--- config.mk ---
export PLATFORM = sky130hd
export DESIGN_NAME = led_pattern_gen
export DESIGN_NICKNAME = d
export VERILOG_FILES = /design/src/rtl/led_pattern_gen.sv
export SDC_FILE = /design/constraint.sdc
export NUM_CORES = 1
export LEC_CHECK = 0
export ABC_AREA = 1
export CAP_MARGIN = 0
export CORE_ASPECT_RATIO = 0.8
export CORE_MARGIN = 1
export CORE_UTILIZATION = 30
export CTS_CLUSTER_DIAMETER = 60
export CTS_CLUSTER_SIZE = 25
export DETAILED_ROUTE_END_ITERATION = 6
export PLACE_DENSITY = 0.57
export SETUP_SLACK_MARGIN = 0.02
export SLEW_MARGIN = 20
export SYNTH_ARGS = -nofsm -noshare
export SYNTH_HDL_FRONTEND = slang
export SYNTH_SLANG_ARGS = --single-unit
--- constraint.sdc ---
create_clock -name clk -period 3 [get_ports clk]
set_input_delay 0.45 -clock clk [delete_from_list [all_inputs] [get_ports clk]]
set_output_delay 0.45 -clock clk [all_outputs]
set_load 0.1 [all_outputs]
--- src/rtl/led_pattern_gen.sv ---
// LED pattern generator: rotate left/right, binary count or ping-pong bounce,
// advanced once every DIV enabled clock cycles and frozen while enable is low.
module led_pattern_gen #(
  parameter int LED_W = 8,
  parameter int DIV   = 4
) (
  input  logic             clk,
  input  logic             rst,
  input  logic             enable,
  input  logic [1:0]       switch,
  output logic [LED_W-1:0] led
);

  localparam logic [1:0] MODE_ROTL   = 2'b00;
  localparam logic [1:0] MODE_ROTR   = 2'b01;
  localparam logic [1:0] MODE_COUNT  = 2'b10;
  localparam logic [1:0] MODE_BOUNCE = 2'b11;

  localparam int               CNT_W   = (DIV > 1) ? $clog2(DIV) : 1;
  localparam logic [CNT_W-1:0] CNT_MAX = CNT_W'(DIV - 1);

  logic [1:0]       mode_q;
  logic             dir_up;
  logic [CNT_W-1:0] cnt;

  function automatic logic [LED_W-1:0] seed_of(input logic [1:0] m);
    case (m)
      MODE_ROTR:  seed_of = {1'b1, {(LED_W-1){1'b0}}};
      MODE_COUNT: seed_of = '0;
      default:    seed_of = LED_W'(1);
    endcase
  endfunction

  function automatic logic [LED_W-1:0] step_led(input logic [1:0] m,
                                                input logic [LED_W-1:0] l,
                                                input logic d);
    case (m)
      MODE_ROTR:  step_led = {l[0], l[LED_W-1:1]};
      MODE_COUNT: step_led = l + LED_W'(1);
      MODE_BOUNCE: begin
        // At an end bit the shift reverses on the same step, so each end is lit once per sweep.
        if (d && l[LED_W-1])     step_led = l >> 1;
        else if (!d && l[0])     step_led = l << 1;
        else if (d)              step_led = l << 1;
        else                     step_led = l >> 1;
      end
      default:    step_led = {l[LED_W-2:0], l[LED_W-1]};
    endcase
  endfunction

  function automatic logic step_dir(input logic [1:0] m,
                                    input logic [LED_W-1:0] l,
                                    input logic d);
    step_dir = d;
    if (m == MODE_BOUNCE) begin
      if (d && l[LED_W-1])  step_dir = 1'b0;
      else if (!d && l[0])  step_dir = 1'b1;
    end
  endfunction

  // Mode reload takes priority over a prescaler-driven step on the same edge.
  always_ff @(posedge clk or negedge rst) begin
    if (!rst) begin
      led    <= LED_W'(1);
      mode_q <= MODE_ROTL;
      dir_up <= 1'b1;
      cnt    <= '0;
    end else if (enable) begin
      if (switch != mode_q) begin
        mode_q <= switch;
        cnt    <= '0;
        dir_up <= 1'b1;
        led    <= seed_of(switch);
      end else if (cnt == CNT_MAX) begin
        cnt    <= '0;
        led    <= step_led(mode_q, led, dir_up);
        dir_up <= step_dir(mode_q, led, dir_up);
      end else begin
        cnt    <= cnt + 1'b1;
      end
    end
  end

endmodule

* Word-level counts from Yosys, hierarchy flattened *
Index checks and enable logic that the tools add are counted.

storage, ports and cells
  register bits = 13
  bits in latches = 0
  memory bits (writable) = 0
  memory bits (read-only) = 0
  input port bits = 5
  output and inout bits = 8
  word-level logic and storage cells = 36
  memories = 0

cells by class
  add/sub/neg operators = 2
  multipliers = 0
  div/mod/pow operators = 0
  $lt $le $gt $ge = 0
  equality and inequality tests = 7
  shift-type cells = 0
  muxes and demuxes = 14
  bitwise operators = 0
  reduce and logical (&&, ||, !) cells = 9

operators with widths
  cell                 count
  $mux 8               5
  $pmux 8 s3           1
  $pmux 8 s2           1
  $add 8x1->8 const B  1
  $eq 2x2->1 const B   4
  $mux 1               5
  $eq 2x1->1 const B   2
  $mux 2               2
  $reduce_and 2->1     2
  $reduce_and 4->1     1
  $reduce_bool 2->1    2
  $reduce_bool 3->1    1
  $add 2x1->2 const B  1
  $logic_and 1x1->1    2
  $ne 2x2->1           1
  $logic_not 1->1      1

* Longest topological paths before layout *
  depth in word-level cells = 7
  gate-level depth with buffers = 10

* Worst setup path before layout *
Ideal clock, no wire load.

  path kind = reg-to-reg
  from = reg led[1]
  to = reg led[6]
  library setup time = 0.120 ns
  arrival time = 1.871 ns
  required time = 2.880 ns
  slack = 1.009 ns
  cell stages (with the launch flop) = 9
  path buffers = 0
  clock period less this slack = 1.991 ns
  path through = dfrtp_1 -> ha_1 -> nand2_1 -> nor2_1 -> nand3_1 -> nand3_1 -> nand3_1 -> nand2_1 -> nand2_1

on the way
  word-level cells in the longest chain between the ends = 4

RTL lines
  element                   RTL line  source
  start: declaration        11        output logic [LED_W-1:0] led
  start signal: assignment  73        led <= seed_of(switch);
  start signal: assignment  76        led <= step_led(mode_q, led, dir_up);
  $add 8x1->8               39        MODE_COUNT: step_led = l + LED_W'(1);
  $pmux 8 s3                37        case (m)
  $mux 8                    74        end else if (cnt == CNT_MAX) begin
  $mux 8                    69        if (switch != mode_q) begin

No other way between the ends. The select of a mux whose other input is x is not followed.
A chain may end at the register's enable or synchronous reset.

* Worst setup path in the final report *
  from = reg led[0]
  to = out led[0]

No word-level cell between the ends.

==> flow_summary_export.csv <==
group,metric,value,unit
sta,final_period_minus_worst_setup_slack,1.638,ns
worst_setup_path,crit_path_max_fanout,7,
worst_setup_path,worstSetupPathType,"reg2out",
worst_setup_path,critical_path.reg2reg.endpoint,"led[6]",
clock_tree,postCtsResizedCells,0,
clock_tree,postCtsSetupBuffers,0,
drt,remaining_drc_errors,0,
worst_setup_path,critPathMaxStageDelay,0.62,ns
cells_and_area,insertedDiodeCount,0,
worst_setup_path,critPathCapture,"led[0]",
floorplanning,coreArea,3221,um2
worst_setup_path,rrSetupSlack,1.45,ns
yosys,synthXorXnorAreaFrac,1.529,%
placement,dp_cells,223,
cells_and_area,fillers,351,
sta,maximum_frequency_from_static_timing_analysis,0.6105,GHz
drt,routed.top_layer,"met4",
drt,antenna_left,0,
floorplanning,rows,18,
worst_setup_path,critical-path-slowest-cell,"sky130_fd_sc_hd__dfstp_2",
clock_tree,htreeDepth,1,
floorplanning,top_level_ports,13,
yosys,synth-simple-area-share,45.29,%
worst_setup_path,cp.required,2.55,ns
sta,rsz_0062_raised_after_global_routing,"no",
cells_and_area,layout.cell_area.non_filler,1240,um2
sta,sum_of_negative_setup_slack,0,ns
run_status,outcome,"completed",
clock_tree,post_cts_hold_buffer_count,0,
yosys,mappedNetlistArea,1064,um2
floorplanning,die_area,3789,um2
drt,dr_total_vias,1127,
clock_tree,maximum_number_of_buffers_from_clock_root_to_sink,2,
yosys,synth.yosys.seq_area_share,30.82,%
yosys,synth_warnings,0,
worst_setup_path,cpLargestDelayFamily,"flip-flops",
worst_hold_path,hp-class,"reg2reg",
sta,hold_violations,0,
sta,slew_headroom,57.29,%
sta,slew_violations,0,
drt,drtPass1Iterations,4,
placement,numPortBuffers,12,
global_routing,via_count_of_the_first_global_routing_pass,1035,
floorplanning,start_util,33.02,%
yosys,synth_compound_area_share,9.294,%
yosys,yosys.area_share.adder,3.529,%
cells_and_area,layout-drive-gt1-share,12.83,%
drt,routed_wirelength,2.741,mm
global_routing,total_global_route_track_usage,17.04,%
job,timing.max_cap.violations,0,
placement,hpwl,2.055,mm
cells_and_area,final-instance-count-excl-fill,227,
global_routing,global_route.overflow_total,0,
sta,report.final.setup_viol,0,
yosys,syn_avg_cell_area,6.112,um2
clock_tree,clockRootBuffer,"sky130_fd_sc_hd__clkbuf_8",
yosys,synth_enable_flop_cells,0,
worst_setup_path,worstPathCellList,"buf_4",
yosys,yosys_register_bits,13,
worst_setup_path,worst_r2r_startpoint,"led[0]",
sta,finClkSkew,0.001221,ns
drt,drt_iter0_markers,136,
yosys,synthMuxAreaShare,0,%
cells_and_area,synthToLayoutAreaGrowth,16.59,%
worst_setup_path,critPathLaunchType,"flip-flop",
global_routing,grt_antenna_before_repair,0,
floorplanning,die_x,68.57,um
sta,final.period_utilization,54.60,%
worst_setup_path,critPathArrivalTime,1.19,ns
yosys,ys_top_cells_by_area,"sky130_fd_sc_hd__dfrtp_1, sky130_fd_sc_hd__nand2_1, sky130_fd_sc_hd__nand3_1",
drt,wl_met2,1.126,mm
drt,routed-wl-met3,240,um
worst_setup_path,crit_path_start,"led[0]",
cells_and_area,layout.nets,196,
pwr,leakage,0.6560,nW
worst_setup_path,cp_num_buf_inv,1,
worst_setup_path,timing.critical_path.to_type,"output port",
clock_tree,clock_tree_from_tritoncts,"built",
cells_and_area,seq_area,327.8,um2
clock_tree,clk_pin_slew_worst_paths,0.06,ns
placement,gp_congestion,0.9256,
yosys,synth_top_flop_cell,"sky130_fd_sc_hd__dfrtp_1",
clock_tree,insertion_delay,0.25,ns
pwr,power_density,473.3,nW/um2
floorplanning,die_height,55.26,um
drt,vias_per_cell,4.965,
drt,routedWlPerCell,12.07,um
clock_tree,numClockSinks,13,
global_routing,grt_first_pass_wirelength,4.843,mm
cells_and_area,core_util_final,38.50,%
yosys,synth_fp_nets,182,
yosys,dominant_combinational_cell_family_by_area_after_synthesis,"simple AND/OR/NAND/NOR gates",
sta,worst_pin_slew,0.6387,ns
yosys,ys_async_sr_fraction,100.0,%
drt,wirelength_met1,1.330,mm
yosys,post-synth-top-area-fraction,25.88,%
yosys,number_of_standard_cells_after_synthesis,174,
placement,dpl_cell_area,1195,um2
yosys,synth_area_leader_cell,"sky130_fd_sc_hd__dfrtp_1",
pwr,vdd_drop_max,186.9,uV
cells_and_area,multi_input_area,634.4,um2
pwr,total_power,0.5868,mW
clock_tree,numCtsBuffers,3,
global_routing,grt_start_max_net_pins,14,
worst_setup_path,timing.reg2reg.worst_path_depth,8,
worst_setup_path,worstSetupPathDepth,1,
yosys,post_synth_num_cell_types,21,
==> state kept, by name, indices dropped and copies added (netlist names) <==
signal	flops
mode_q	2
cnt	2
led	8
dir_up	1
==> worst min path at each step <==
| stage | start | to | slack, ns | cells past startpoint |
|---|---|---|---|---|
| floorplan | rst | cnt[0] | 0.15 | 0 |
| global placement | dir_up | dir_up | 0.49 | 2 |
| detailed placement | dir_up | dir_up | 0.50 | 2 |
| CTS | dir_up | dir_up | 0.50 | 2 |
| global route | dir_up | dir_up | 0.52 | 2 |
| finish | dir_up | dir_up | 0.51 | 2 |
==> cells by family (layout without fill, tap and decap cells) <==
kind of cell | Yosys count | count (layout)
compound gates | 19 | 19
xor+xnor | 1 | 1
fa+ha+maj | 3 | 3
flops | 13 | 13
simple gates | 113 | 113
buf+inv | 25 | 38
==> layout make-up <==
class | instances | share of cell area [%]
inverters | 22 | 6.660
repair buffers | 12 | 8.073
well taps | 40 | 4.036
clock buffers | 4 | 3.633
multi-input cells | 136 | 51.16
flip-flops and latches | 13 | 26.44
==> synthesized netlist by cell type, types with 2 or more instances <==
master                     number
sky130_fd_sc_hd__nand2_1       69
sky130_fd_sc_hd__nand3_1       22
sky130_fd_sc_hd__inv_1         20
sky130_fd_sc_hd__nor2_1        12
sky130_fd_sc_hd__dfrtp_1       11
sky130_fd_sc_hd__o21ai_0       11
sky130_fd_sc_hd__a21oi_1        6
sky130_fd_sc_hd__ha_1           3
sky130_fd_sc_hd__nor2_2         3
sky130_fd_sc_hd__clkbuf_1       2
sky130_fd_sc_hd__dfstp_2        2
sky130_fd_sc_hd__inv_2          2
sky130_fd_sc_hd__nand2_2        2
sky130_fd_sc_hd__nand4_1        2
==> placed cells by master, fill, tap and decap left out <==
master	count
sky130_fd_sc_hd__or2_2	1
sky130_fd_sc_hd__dfstp_2	2
sky130_fd_sc_hd__nand4_1	2
sky130_fd_sc_hd__ha_1	3
sky130_fd_sc_hd__a21oi_1	6
sky130_fd_sc_hd__dfrtp_1	11
sky130_fd_sc_hd__inv_2	2
sky130_fd_sc_hd__nand3_2	1
sky130_fd_sc_hd__buf_4	8
sky130_fd_sc_hd__nand3b_1	1
sky130_fd_sc_hd__nand2_1	69
sky130_fd_sc_hd__nand2_2	2
sky130_fd_sc_hd__o21ai_0	11
sky130_fd_sc_hd__nor2_2	3
sky130_fd_sc_hd__o21ai_1	1
sky130_fd_sc_hd__clkbuf_1	1
sky130_fd_sc_hd__a21oi_2	1
sky130_fd_sc_hd__clkbuf_8	3
sky130_fd_sc_hd__nand3_1	22
sky130_fd_sc_hd__xnor2_2	1
sky130_fd_sc_hd__nor2_1	12
sky130_fd_sc_hd__inv_1	20
sky130_fd_sc_hd__clkdlybuf4s50_1	4
==> per-layer routing <==
layer / GRT usage (%) / vias to the layer above
met5: 0 / -
met2: 23.11 / 52
met1: 26.15 / 494
met4: 4.464 / 0
met3: 4.339 / 7
li1: - / 574
==> metrics by stage <==
step	hold slack, ns	setup WS, ns
floorplan	0.1544	1.009
global placement	0.4917	1.203
detailed placement	0.4952	1.193
CTS	0.5041	1.361
global route	0.5185	1.312
finish	0.5066	1.362
==> where the power goes <==
group / total [mW] / internal (mW) / switching, mW / leakage, nW
sequential: 0.220 / 0.196 / 0.0238 / 0.169
clock: 0.165 / 0.0942 / 0.0705 / 0.0228
combinational: 0.203 / 0.0560 / 0.147 / 0.464
total: 0.587 / 0.346 / 0.241 / 0.656
No activity file was read; power rests on OpenSTA's default activity.
